File: src/rtl/utopia1_atm_rx.sv
// -----------------------------------------------------------------------------
// utopia1_atm_rx
// UTOPIA-1 cell receiver. It takes the 53-byte soc/en/data stream produced by
// utopia1_atm_tx and back-pressures it with clav. Each cell is reassembled into
// the parallel NNI fields and offered to the switch core with rxreq/rxack.
//
// Optional feature: define HEC_CHECK_EN to check the header HEC.
//   The check is CRC-8 (x^8+x^2+x+1, init 0) over bytes 0-3, then XOR 0x55.
//   A cell that fails the check gets a hec_err pulse and its payload is dropped.
//   With the macro undefined, nni_HEC is byte4 exactly as received.
//
// Ports
//   clk, rst         clock; asynchronous active-high reset
//   soc, data, en    cell byte stream (soc marks byte 0, en qualifies data)
//   clav             space for a new cell (low only while a cell waits in HOLD)
//   rxreq, rxack     cell-ready handshake towards the switch core
//   nni_*            header fields and payload of the last complete cell
//   cell_cnt         good cells handed over, saturating
//   abort_err        pulse: partial cell abandoned (early soc or timeout)
//   ovf_err          pulse: byte arrived while a cell was waiting in HOLD
//   hec_err          pulse: header HEC mismatch (only with HEC_CHECK_EN)
// -----------------------------------------------------------------------------
module utopia1_atm_rx #(
   parameter int PAYLOAD_BYTES = 48,
   parameter int TIMEOUT       = 256,
   parameter int CNT_W         = 16
) (
   input  logic                       clk,
   input  logic                       rst,
   input  logic                       soc,
   input  logic [7:0]                 data,
   input  logic                       en,
   output logic                       clav,
   output logic                       rxreq,
   input  logic                       rxack,
   output logic [11:0]                nni_VPI,
   output logic [15:0]                nni_VCI,
   output logic                       nni_CLP,
   output logic [2:0]                 nni_PT,
   output logic [7:0]                 nni_HEC,
   output logic [8*PAYLOAD_BYTES-1:0] nni_Payload,
   output logic [CNT_W-1:0]           cell_cnt,
   output logic                       abort_err,
   output logic                       ovf_err,
   output logic                       hec_err
);

   localparam int CELL_BYTES = 5 + PAYLOAD_BYTES;
   localparam int BCNT_W     = $clog2(CELL_BYTES);
   localparam int IDLE_W     = (TIMEOUT > 1) ? $clog2(TIMEOUT + 1) : 1;

   localparam logic [BCNT_W-1:0] LAST_IDX   = BCNT_W'(CELL_BYTES - 1);
   localparam logic [BCNT_W-1:0] HEC_IDX    = BCNT_W'(4);
   localparam logic [IDLE_W-1:0] IDLE_LIMIT = IDLE_W'((TIMEOUT > 0) ? TIMEOUT - 1 : 0);

   typedef enum logic [2:0] {S_IDLE, S_HDR, S_PAY, S_DROP, S_HOLD} state_t;

   state_t                    state_q, state_d;
   logic [BCNT_W-1:0]         cnt_q, cnt_d;
   logic [IDLE_W-1:0]         idle_q, idle_d;
   logic                      abort_d, ovf_d, hec_d, load_nni, cnt_inc;
   logic                      wr_en;
   logic [BCNT_W-1:0]         wr_idx;
   logic                      hec_bad;
   logic [7:0]                shadow_q [CELL_BYTES];
   logic [8*PAYLOAD_BYTES-1:0] pay_full;

   // NOTE: the shadow is plain storage with no reset; its content is only
   // published once every byte has been rewritten by a complete cell.
   always_ff @(posedge clk) begin
      if (wr_en) shadow_q[wr_idx] <= data;
   end

`ifdef HEC_CHECK_EN
   logic [7:0] crc_q;

   function automatic logic [7:0] crc8_step(input logic [7:0] crc, input logic [7:0] b);
      logic [7:0] c;
      c = crc;
      for (int i = 7; i >= 0; i--) c = {c[6:0], 1'b0} ^ ((c[7] ^ b[i]) ? 8'h07 : 8'h00);
      return c;
   endfunction

   // Running CRC over header bytes 0-3; byte 0 always restarts it from zero.
   always_ff @(posedge clk or posedge rst) begin
      if (rst)                               crc_q <= '0;
      else if (wr_en && wr_idx == '0)        crc_q <= crc8_step(8'h00, data);
      else if (wr_en && wr_idx < HEC_IDX)    crc_q <= crc8_step(crc_q, data);
   end

   assign hec_bad = (data != (crc_q ^ 8'h55));
`else
   assign hec_bad = 1'b0;
`endif

   // The last payload byte is still on the data bus at the HOLD entry edge,
   // so it is merged here rather than read back from the shadow.
   always_comb begin
      pay_full = '0;
      for (int k = 0; k < PAYLOAD_BYTES; k++) pay_full[8*k +: 8] = shadow_q[5+k];
      pay_full[8*(PAYLOAD_BYTES-1) +: 8] = data;
   end

   // NOTE: every signal gets a default before the case so no latch is inferred.
   always_comb begin
      state_d  = state_q;
      cnt_d    = cnt_q;
      idle_d   = '0;
      abort_d  = 1'b0;
      ovf_d    = 1'b0;
      hec_d    = 1'b0;
      load_nni = 1'b0;
      cnt_inc  = 1'b0;
      wr_en    = 1'b0;
      wr_idx   = cnt_q;

      unique case (state_q)
         S_IDLE: begin
            if (en && soc) begin
               wr_en   = 1'b1;
               wr_idx  = '0;
               cnt_d   = BCNT_W'(1);
               state_d = S_HDR;
            end
         end

         S_HDR, S_PAY, S_DROP: begin
            if (en && soc) begin
               // Early soc: abandon the partial cell and restart on this byte.
               abort_d = 1'b1;
               wr_en   = 1'b1;
               wr_idx  = '0;
               cnt_d   = BCNT_W'(1);
               state_d = S_HDR;
            end else if (en) begin
               wr_en = (state_q != S_DROP);
               cnt_d = cnt_q + 1'b1;
               if (state_q == S_HDR) begin
                  if (cnt_q == HEC_IDX) begin
                     if (hec_bad) begin
                        hec_d   = 1'b1;
                        state_d = S_DROP;
                     end else begin
                        state_d = S_PAY;
                     end
                  end
               end else if (cnt_q == LAST_IDX) begin
                  cnt_d = '0;
                  if (state_q == S_PAY) begin
                     state_d  = S_HOLD;
                     load_nni = 1'b1;
                  end else begin
                     state_d = S_IDLE;
                  end
               end
            end else if (TIMEOUT != 0 && idle_q == IDLE_LIMIT) begin
               abort_d = 1'b1;
               cnt_d   = '0;
               state_d = S_IDLE;
            end else begin
               idle_d = idle_q + 1'b1;
            end
         end

         S_HOLD: begin
            ovf_d = en;
            if (rxack) begin
               cnt_inc = 1'b1;
               state_d = S_IDLE;
            end
         end

         default: state_d = S_IDLE;
      endcase
   end

   assign rxreq = (state_q == S_HOLD);

   // NOTE: sequential state uses non-blocking assignments only.
   always_ff @(posedge clk or posedge rst) begin
      if (rst) begin
         state_q     <= S_IDLE;
         cnt_q       <= '0;
         idle_q      <= '0;
         clav        <= 1'b0;
         abort_err   <= 1'b0;
         ovf_err     <= 1'b0;
         hec_err     <= 1'b0;
         cell_cnt    <= '0;
         nni_VPI     <= '0;
         nni_VCI     <= '0;
         nni_CLP     <= 1'b0;
         nni_PT      <= '0;
         nni_HEC     <= '0;
         nni_Payload <= '0;
      end else begin
         state_q   <= state_d;
         cnt_q     <= cnt_d;
         idle_q    <= idle_d;
         clav      <= (state_d != S_HOLD);
         abort_err <= abort_d;
         ovf_err   <= ovf_d;
         hec_err   <= hec_d;
         if (cnt_inc && cell_cnt != '1) cell_cnt <= cell_cnt + 1'b1;
         if (load_nni) begin
            nni_VPI     <= {shadow_q[0], shadow_q[1][7:4]};
            nni_VCI     <= {shadow_q[1][3:0], shadow_q[2], shadow_q[3][7:4]};
            nni_CLP     <= shadow_q[3][3];
            nni_PT      <= shadow_q[3][2:0];
            nni_HEC     <= shadow_q[4];
            nni_Payload <= pay_full;
         end
      end
   end

endmodule

File: config.mk
export PLATFORM = sky130hd
export DESIGN_NAME = utopia1_atm_rx
export DESIGN_NICKNAME = d
export VERILOG_FILES = /design/src/rtl/utopia1_atm_rx.sv
export SDC_FILE = /design/constraint.sdc
export NUM_CORES = 1
export LEC_CHECK = 0
export ABC_AREA = 0
export CAP_MARGIN = 15
export CELL_PAD_IN_SITES_DETAIL_PLACEMENT = 1
export CELL_PAD_IN_SITES_GLOBAL_PLACEMENT = 1
export CORE_MARGIN = 1.5
export CORE_UTILIZATION = 40
export CTS_BUF_LIST = sky130_fd_sc_hd__clkbuf_4 sky130_fd_sc_hd__clkbuf_8 sky130_fd_sc_hd__clkbuf_16
export DETAILED_ROUTE_END_ITERATION = 6
export PLACE_DENSITY_LB_ADDON = 0.1
export SLEW_MARGIN = 20
export SYNTH_ARGS = -nofsm -noshare
export SYNTH_HDL_FRONTEND = slang
export SYNTH_SLANG_ARGS = --single-unit
File: constraint.sdc
create_clock -name clk -period 24.5 [get_ports clk]
set_input_delay 2.45 -clock clk [delete_from_list [all_inputs] [get_ports clk]]
set_output_delay 2.45 -clock clk [all_outputs]
set_load 0.01 [all_outputs]
==> run summary, run 1 <==
status: finished, final reports clean
Avg Inst Size Synth: 19.35 sq um
slew margin rel.: 24.14%
uppermost layer routed: met5
Seq cells post-synth: 877
HPWL Detailed: 47680 um
Skew-Pair Late Insertion Delay: 630 ps
most frequent cells in the layout: dfrtp_1 (461), clkdlybuf4s50_1 (448), edfxtp_1 (416)
CP Data Required Time: 25000 ps
R2R setup slack: 20530 ps
Post-CTS Resized: 0
DR vias: 15707
CP max stage delay: 700 ps
final slew viol count: 0
Total Power: 3.078 mW
Seq/Total Area, Yosys: 78.76%
Clock Skew: 12.89 ps
vias in the first global route: 17181
Worst Tran Pin Value: 1138 ps
capture point of the worst reg-to-reg path: nni_Payload[344]
Syn Nets: 1594
Worst Setup Slack, final: 18790 ps
Vert. Die Dim: 279.2 um
CP arrival: 6210 ps
met3 WL post-DR: 4634 um
hold buffer count at cts: 0
hold depth: 1
Initial Util: 40.30%
leading area contributor after synthesis: edfxtp_1
Hold Path End: nni_Payload[80]
clk buf depth: 3
synthesized area: 30510 sq um
Routed Antenna Nets: 0
largest net degree at the start of global routing: 184
Core Region: 75700 sq um
CTS Sinks: 877
# DRC: 0
num ports: 458
Tightest Hold Check Type: reg -> reg
CP max stage cell: buf_12
max capacitance violation total: 0
width of the die: 279.2 um
crit path time final: 5714 ps
Placed Area: 36010 sq um
DR WL/cell: 25.45 um
share of layout cells above drive strength 1: 23.54%
Routed WL: 79920 um
EDFF count, synth: 416
Final Cycle Share: 23.32%
Peak Freq: 0.1750 GHz
cts bufs inserted: 91
WL met2: 40760 um
placed cells: 2969
post-layout util: 51.76%
total gr overflow: 0
fill count: 6912
Clk pin slew, worst setup/hold paths: 60 ps
crit path max fanout: 183
# port buffers: 456
M1 WL: 32660 um
cell area after layout: 39180 sq um
First-pass DRT Iterations: 4
Finished Layout Cells: 3140
postcts setup bufs: 0
share of synthesized registers carrying an async set or reset: 52.57%
synth warn: 0
nets: 2102
RSZ-0062 raised after global routing: no
Crit Path Class: in -> reg
final hold vios: 0
Synth top area share: 40.94%
pwr dens: 78.56 nW/um^2
cells after synthesis: 1577
Top FF cell, synth: dfrtp_1
row count: 101
routability cong.: 0.7838
R2R depth: 9
CP Launch Type: input port
Area Overhead vs Synth: 28.42%
TritonCTS clock tree: built
Synth cell types: 51
R2R Path Start: cnt_q[0]
HP Start: shadow_q[15][0]
Worst setup EP type: flop
n_diodes: 0
Root Driver: clkbuf_16
crit path cell chain: clkdlybuf4s50_1 > or3b_1 > nor4b_4 > buf_12 > buf_4 > buf_16 > mux2_2
via/cell ratio: 5.002
htree depth: 3
Peak VDD IR: 0.06231 mV
Total GRT Usage: 20.70%
Final setup viols: 0
LEAKAGE: 16.32 nW
setup_tns: 0 ps
hold slack: 459.5 ps
initial antenna violation count: 4
initial DRC count: 867
DIE AREA: 77940 sq um
Area contributors post-synth: edfxtp_1 (41%), dfrtp_1 (38%), mux2_2 (12%), mux2_1 (4.0%), nor2_1 (0.85%)
most common cell after layout, fill and taps aside: dfrtp_1
worst slack, placed: 17950 ps
first-pass GRT wire length: 117900 um
metal layers:
layer | vias up | global-route usage (%)
met2 | 390 | 35.04
met5 | - | 0
met3 | 107 | 5.029
met4 | 2 | 6.243
li1 | 6845 | -
met1 | 8363 | 26.34
layout make-up:
cell class,count,area (sq um),area share (%)
Multi-Input combinational cell,636,6040,15.41
Clock inverter,50,553.0,1.411
Tap cell,978,1224,3.123
Clock buffer,120,2594,6.620
Inverter,5,26.28,0.06706
Sequential cell,877,24030,61.33
Timing Repair Buffer,474,4717,12.04
report_power, final:
part	internal [mW]	switching [mW]
logic	0.0148	0.0645
registers	1.56	0.0113
clock network	0.855	0.577
synthesized netlist by cell type, types with 10 or more instances:
library cell	n
xnor2_1	12
and3_1	10
clkbuf_1	10
nand2_1	16
dfrtp_1	461
nand3_1	12
mux2_1	108
mux2_2	317
buf_4	22
buf_6	16
edfxtp_1	416
nor2_1	69
buf_2	11
state kept, by name (all words and copies together), names as in the netlist:
register / cells
cnt_q: 6
clav: 1
state_q: 3
nni_CLP: 1
abort_err: 1
ovf_err: 1
cell_cnt: 16
idle_q: 9
nni_PT: 3
nni_VCI: 16
shadow_q: 416
nni_HEC: 8
nni_Payload: 384
nni_VPI: 12
logic make-up after synthesis:
logic type / synth area share (%)
simple gates: 2.444
buf+inv: 1.497
fa+ha+maj: 0.1640
flops: 78.76
xor+xnor: 0.6029
compound gates: 0.8366
mux: 15.69
other cells: 0.01229
worst max path at each step:
stage | cells after the start | start | end | slack [ps]
6_report | 7 | en | nni_Payload[344] | 18790
5_1_grt | 7 | en | nni_Payload[344] | 18630
4_1_cts | 6 | en | nni_Payload[344] | 18630
3_5_place_dp | 6 | en | nni_Payload[321] | 17950
3_3_place_gp | 6 | en | nni_Payload[346] | 18070
2_1_floorplan | 1 | rst | abort_err | 9200
worst max-delay path: cells and delay by family:
kind                   cells  cell delay, ps
buffers and inverters      4            2160
and+or+nand+nor            2             920
muxes                      1             380
Note: power is estimated with default switching activity, not from simulation.
==> run 2, diff against run 1 <==
==> constraint.sdc (replaced) <==
create_clock -name clk -period 5.1 [get_ports clk]
set_input_delay 0.51 -clock clk [delete_from_list [all_inputs] [get_ports clk]]
set_output_delay 0.51 -clock clk [all_outputs]
set_load 0.01 [all_outputs]
==> run 2 against run 1 <==
  * Wire length increased by 3.3%
  * Combinational power grew to 4.8 times the previous value
  * Via count up 2.0%
  * Clock-buffer cell count rose by 18
  * Worst hold slack worse by 46 ps
  * Critical path type is now reg -> reg
  * Highest routed layer is now met4
==> run summary, run 2 (synthesis gave the netlist of run 1 again) <==
status: finished, final reports clean
Peak VDD IR: 0.2633 mV (+320%)
R2R Path Start: state_q[2]
Tightest Hold Check Type: in -> async
# port buffers: 456 (unchanged)
initial DRC count: 732 (-16%)
Total GRT Usage: 21.34% (+0.64 points)
HPWL Detailed: 51370 um (+7.7%)
crit path cell chain: or3b_1 > nor3_1 > nand2_1 > nor2_1
Clock Skew: 23.91 ps (+11.02 ps)
via/cell ratio: 5.074 (+1.4%)
Vert. Die Dim: 279.2 um (unchanged)
RSZ-0062 raised after global routing: no
CP Data Required Time: 5360 ps (-19640 ps)
first-pass GRT wire length: 120600 um (+2.3%)
Worst Tran Pin Value: 1040 ps (-98.23 ps)
max FFs per register: 416 (unchanged)
Peak Freq: 0.3041 GHz
Seq. cell area: 24030 sq um (unchanged)
# DRC: 0 (unchanged)
Root Driver: clkbuf_16
setup_tns: 0 ps (unchanged)
CP arrival: 3550 ps (-2660 ps)
Routed Antenna Nets: 0 (unchanged)
First-pass DRT Iterations: 4 (unchanged)
clk buf depth: 3 (unchanged)
R2R depth: 4 (-5)
Worst Setup Slack, final: 1812 ps (-16970 ps)
Initial Util: 40.30% (unchanged)
most frequent cells in the layout: dfrtp_1 (461), clkdlybuf4s50_1 (448), edfxtp_1 (416)
hold buffer count at cts: 0 (unchanged)
crit path time final: 3288 ps
capture point of the worst reg-to-reg path: shadow_q[25][2]
Skew-Pair Late Insertion Delay: 640 ps (about the same)
CP Launch Type: flop
final slew viol count: 0 (unchanged)
width of the die: 279.2 um (unchanged)
DR vias: 16025 (+2.0%)
largest registers: shadow_q x416, nni_Payload x384
CP max stage delay: 760 ps (+60 ps)
Area Overhead vs Synth: 28.93%
final hold vios: 0 (unchanged)
LEAKAGE: 16.40 nW (+0.50%)
R2R setup slack: 1810 ps (-18720 ps)
slew margin rel.: 30.69% (+6.5 points)
TritonCTS clock tree: built
Total Power: 14.79 mW (+380%)
most common cell after layout, fill and taps aside: dfrtp_1
fill count: 6934 (+0.32%)
Worst setup EP type: flop
row count: 101 (unchanged)
Crit Path Class: reg -> reg
DR WL/cell: 26.15 um (+2.7%)
worst slack, placed: 1195 ps (-16760 ps)
cts bufs inserted: 93 (+2.2%)
Final Cycle Share: 64.47%
htree depth: 3 (unchanged)
Post-CTS Resized: 0 (unchanged)
num ports: 458 (unchanged)
placed cells: 2984 (+0.51%)
CTS Sinks: 877 (unchanged)
share of layout cells above drive strength 1: 24.41% (+0.87 points)
max capacitance violation total: 0 (unchanged)
vias in the first global route: 17373 (+1.1%)
area occupied by multi-input gates: 6043 sq um (about the same)
postcts setup bufs: 0 (unchanged)
DIE AREA: 77940 sq um (unchanged)
routability cong.: 0.7795 (-0.55%)
Final setup viols: 0 (unchanged)
post-layout util: 51.96% (+0.20 points)
crit path max fanout: 12 (-93%)
initial antenna violation count: 3 (-1)
Finished Layout Cells: 3158 (+0.57%)
Routed WL: 82590 um (+3.3%)
Clk pin slew, worst setup/hold paths: 60 ps (about the same)
pwr dens: 376.1 nW/um^2 (+380%)
Core Region: 75700 sq um (unchanged)
Biggest register: shadow_q
largest net degree at the start of global routing: 156 (-15%)
total gr overflow: 0 (unchanged)
CP max stage cell: nor2_1
nets: 2118 (+0.76%)
## run 2: cell count changes in the layout (fill, tap and decap cells not counted), sizes merged
cell      previous run  this run
buf                 26        40
clkinv              33        17
diode                0         1
clkinvlp             4         8
inv                  8         9
bufinv              10         6
clkbuf             120       138
## run 2: final cells by class
class / instances / area share (%)
sequential: 877 / 61.09
multi-input combinational: 636 / 15.36
antenna: 1 / 0.006362
inverter: 5 / 0.05726
timing repair buffer: 488 / 12.27
clock inverter: 35 / 1.062
clock buffer: 138 / 7.042
tap: 978 / 3.111
## run 2: power by group
group	internal, mW	switching [mW]	total (mW)
Clock	4.10	2.78	6.89
Combinational	0.0740	0.306	0.380
Sequential	7.47	0.0532	7.53
## run 2: worst max-delay path by stage
stage	startpoint	endpoint	slack [ps]	depth (start not counted)
final	state_q[2]	shadow_q[25][2]	1810	4
after global routing	state_q[2]	shadow_q[9][7]	1570	4
after CTS	state_q[2]	shadow_q[9][7]	1780	4
after detailed placement	en	shadow_q[9][5]	1190	5
after global placement	en	shadow_q[9][7]	1290	5
after floorplan	rst	abort_err	-1650	1
## run 2: worst max-delay path, delay by kind of cell, from the launching register on
| kind | cells | cell delay (ps) |
|---|---|---|
| flip-flops | 1 | 490 |
| AND/OR/NAND/NOR | 4 | 2420 |
## run 2: through the flow
stage               hold slack, ps  cell area [sq um]
global route                 443.6              39330
global placement             439.8              36140
detailed placement           448.5              36140
finish                       413.8              39340
floorplan                    425.1              30510
CTS                          430.1              39330
## run 2: per-layer routing
layer  track usage [%]  part of all wire (%)  vias to the layer above
li1                  -                     -                     6895
met1             27.41                    41                     8582
met2             36.18                    51                      409
met3             3.849                   4.4                      139
met4             7.873                   3.5                        0
met5                 0                     0                        -
==> run 3, diff against run 2 <==
==> constraint.sdc (replaced) <==
create_clock -name clk -period 2.85 [get_ports clk]
set_input_delay 0.285 -clock clk [delete_from_list [all_inputs] [get_ports clk]]
set_output_delay 0.285 -clock clk [all_outputs]
set_load 0.01 [all_outputs]
==> run 3 against run 2 <==
  * Sequential power rose by 78%
  * Clock skew hardly changed
  * Final cell count rose by 3.1%
  * Critical path type unchanged
==> run summary, run 3 (synthesis gave the netlist of run 1 again) <==
status: finished, final reports clean
final slew viol count: 0 (unchanged)
crit path time final: 2692 ps (-595.8 ps)
cts bufs inserted: 91 (-2.2%)
Area Overhead vs Synth: 32.13%
Skew-Pair Late Insertion Delay: 640 ps (about the same)
Worst Tran Pin Value: 843.8 ps (-195.8 ps)
nets: 2215 (+4.6%)
Total GRT Usage: 21.77% (+0.44 points)
Total Power: 26.57 mW (+80%)
Routed WL: 83970 um (+1.7%)
most common cell after layout, fill and taps aside: dfrtp_1
total gr overflow: 0 (unchanged)
CTS Sinks: 877 (unchanged)
width of the die: 279.2 um (unchanged)
Final Cycle Share: 94.46% (+30 points)
largest net degree at the start of global routing: 82 (-47%)
combinational share of power: 3.0% (+0.4 points)
htree depth: 3 (unchanged)
CP Launch Type: flop
max FFs per register: 416 (unchanged)
M1 WL: 34860 um (+2.0%)
clk buf depth: 3 (unchanged)
Crit Path Class: reg -> reg
vias in the first global route: 17799 (+2.5%)
Peak Freq: 0.3714 GHz (+22%)
Finished Layout Cells: 3255 (+3.1%)
hold buffer count at cts: 0 (unchanged)
Root Driver: clkbuf_16
WL met2: 43170 um (+3.0%)
routability cong.: 0.7871 (+0.97%)
CP Data Required Time: 3350 ps (-2010 ps)
pwr dens: 659.1 nW/um^2 (+75%)
Peak VDD IR: 0.4774 mV (+81%)
postcts setup bufs: 0 (unchanged)
Core Region: 75700 sq um (unchanged)
# port buffers: 456 (unchanged)
Initial Util: 40.30% (unchanged)
Clock power frac: 46.4% (about the same)
most frequent cells in the layout: dfrtp_1 (461), clkdlybuf4s50_1 (448), edfxtp_1 (416)
slew margin rel.: 43.36% (+13 points)
crit path max fanout: 30 (+18)
worst slack, placed: -141.2 ps (-1336 ps)
uppermost layer routed: met4
DR WL/cell: 25.80 um (-1.4%)
Net Sw Frac: 21.15% (-0.096 points)
Tightest Hold Check Type: in -> async
placed cells: 3083 (+3.3%)
LEAKAGE: 16.98 nW (+3.5%)
Psw: 5.620 mW (+79%)
first-pass GRT wire length: 123400 um (+2.3%)
initial DRC count: 778 (+6.3%)
TritonCTS clock tree: built
DR vias: 16266 (+1.5%)
Flop pwr share: 50.6% (-0.3 points)
Post-CTS Resized: 0 (unchanged)
Routed Antenna Nets: 0 (unchanged)
setup_tns: 0 ps (unchanged)
final hold vios: 0 (unchanged)
RSZ-0062 raised after global routing: no
num ports: 458 (unchanged)
Worst setup EP type: flop
capture point of the worst reg-to-reg path: nni_Payload[115]
max capacitance violation total: 0 (unchanged)
fill count: 6949 (+0.22%)
# DRC: 0 (unchanged)
Clock Skew: 24.19 ps (+0.2842 ps)
Final setup viols: 0 (unchanged)
CP arrival: 3190 ps (-360 ps)
Worst Setup Slack, final: 157.8 ps (-1654 ps)
DIE AREA: 77940 sq um (unchanged)
Vert. Die Dim: 279.2 um (unchanged)
via/cell ratio: 4.997 (-1.5%)
First-pass DRT Iterations: 5 (+1)
largest registers: shadow_q x416, nni_Payload x384
share of layout cells above drive strength 1: 27.28% (+2.9 points)
HPWL Detailed: 55690 um (+8.4%)
Biggest register: shadow_q
Clk pin slew, worst setup/hold paths: 60 ps (about the same)
cell-internal power: 20.95 mW (+80%)
R2R Path Start: cnt_q[0]
initial antenna violation count: 0 (-3)
row count: 101 (unchanged)
R2R setup slack: 160 ps (-1650 ps)
met3 WL post-DR: 3848 um (+6.3%)
R2R depth: 9 (+5)
## run 3: how the worst max path moves through the flow
stage	start	to	slack, ps
after floorplan	rst	abort_err	-3670
after global placement	en	shadow_q[4][5]	-180
after detailed placement	en	shadow_q[20][5]	-140
after CTS	state_q[0]	rxreq	150
after global routing	cnt_q[0]	nni_Payload[115]	8
final	cnt_q[0]	nni_Payload[115]	160
## run 3: power groups by stage
stage	sequential (mW)	clock (mW)	combinational, mW
floorplan	13.7	0	0.357
global placement	13.7	0	0.805
detailed placement	13.7	0	0.822
CTS	13.4	12.6	0.824
global route	13.4	13.0	0.880
finish	13.4	12.3	0.796
## run 3: final cells by class
type                    count  area (sq um)  area share [%]
well taps                 978          1224           3.036
diodes                      1         2.502        0.006208
multi-input cells         636          6040           14.98
clock inverters            53         601.8           1.493
inverters                   5         22.52         0.05587
flip-flops and latches    877         24030           59.61
repair buffers            587          5833           14.47
clock buffers             118          2560           6.350
## run 3: per-stage QoR
step	util [%]	hold slack, ps	instance area (sq um)
after floorplan	-	383.9	30510
after global placement	49.07	436.5	37150
after detailed placement	49.07	450.4	37150
after CTS	53.25	66.52	40310
after global routing	53.25	87.90	40310
final	53.25	84.31	40310
## run 3: layer usage
metal  track usage [%]  up-vias
met4             6.424        0
met2             37.66      372
met5                 0        -
li1                  -     7073
met1             27.85     8691
met3             4.100      130
## run 3: worst max-delay path, cell delays in order, from the launching register on
cell and delay (ps):
dfrtp_1 450, inv_1 160, ha_1 220, and4b_1 230
nand2_1 130, nor4b_4 310, buf_4 200, buf_12 220
buf_12 240, mux2_1 360
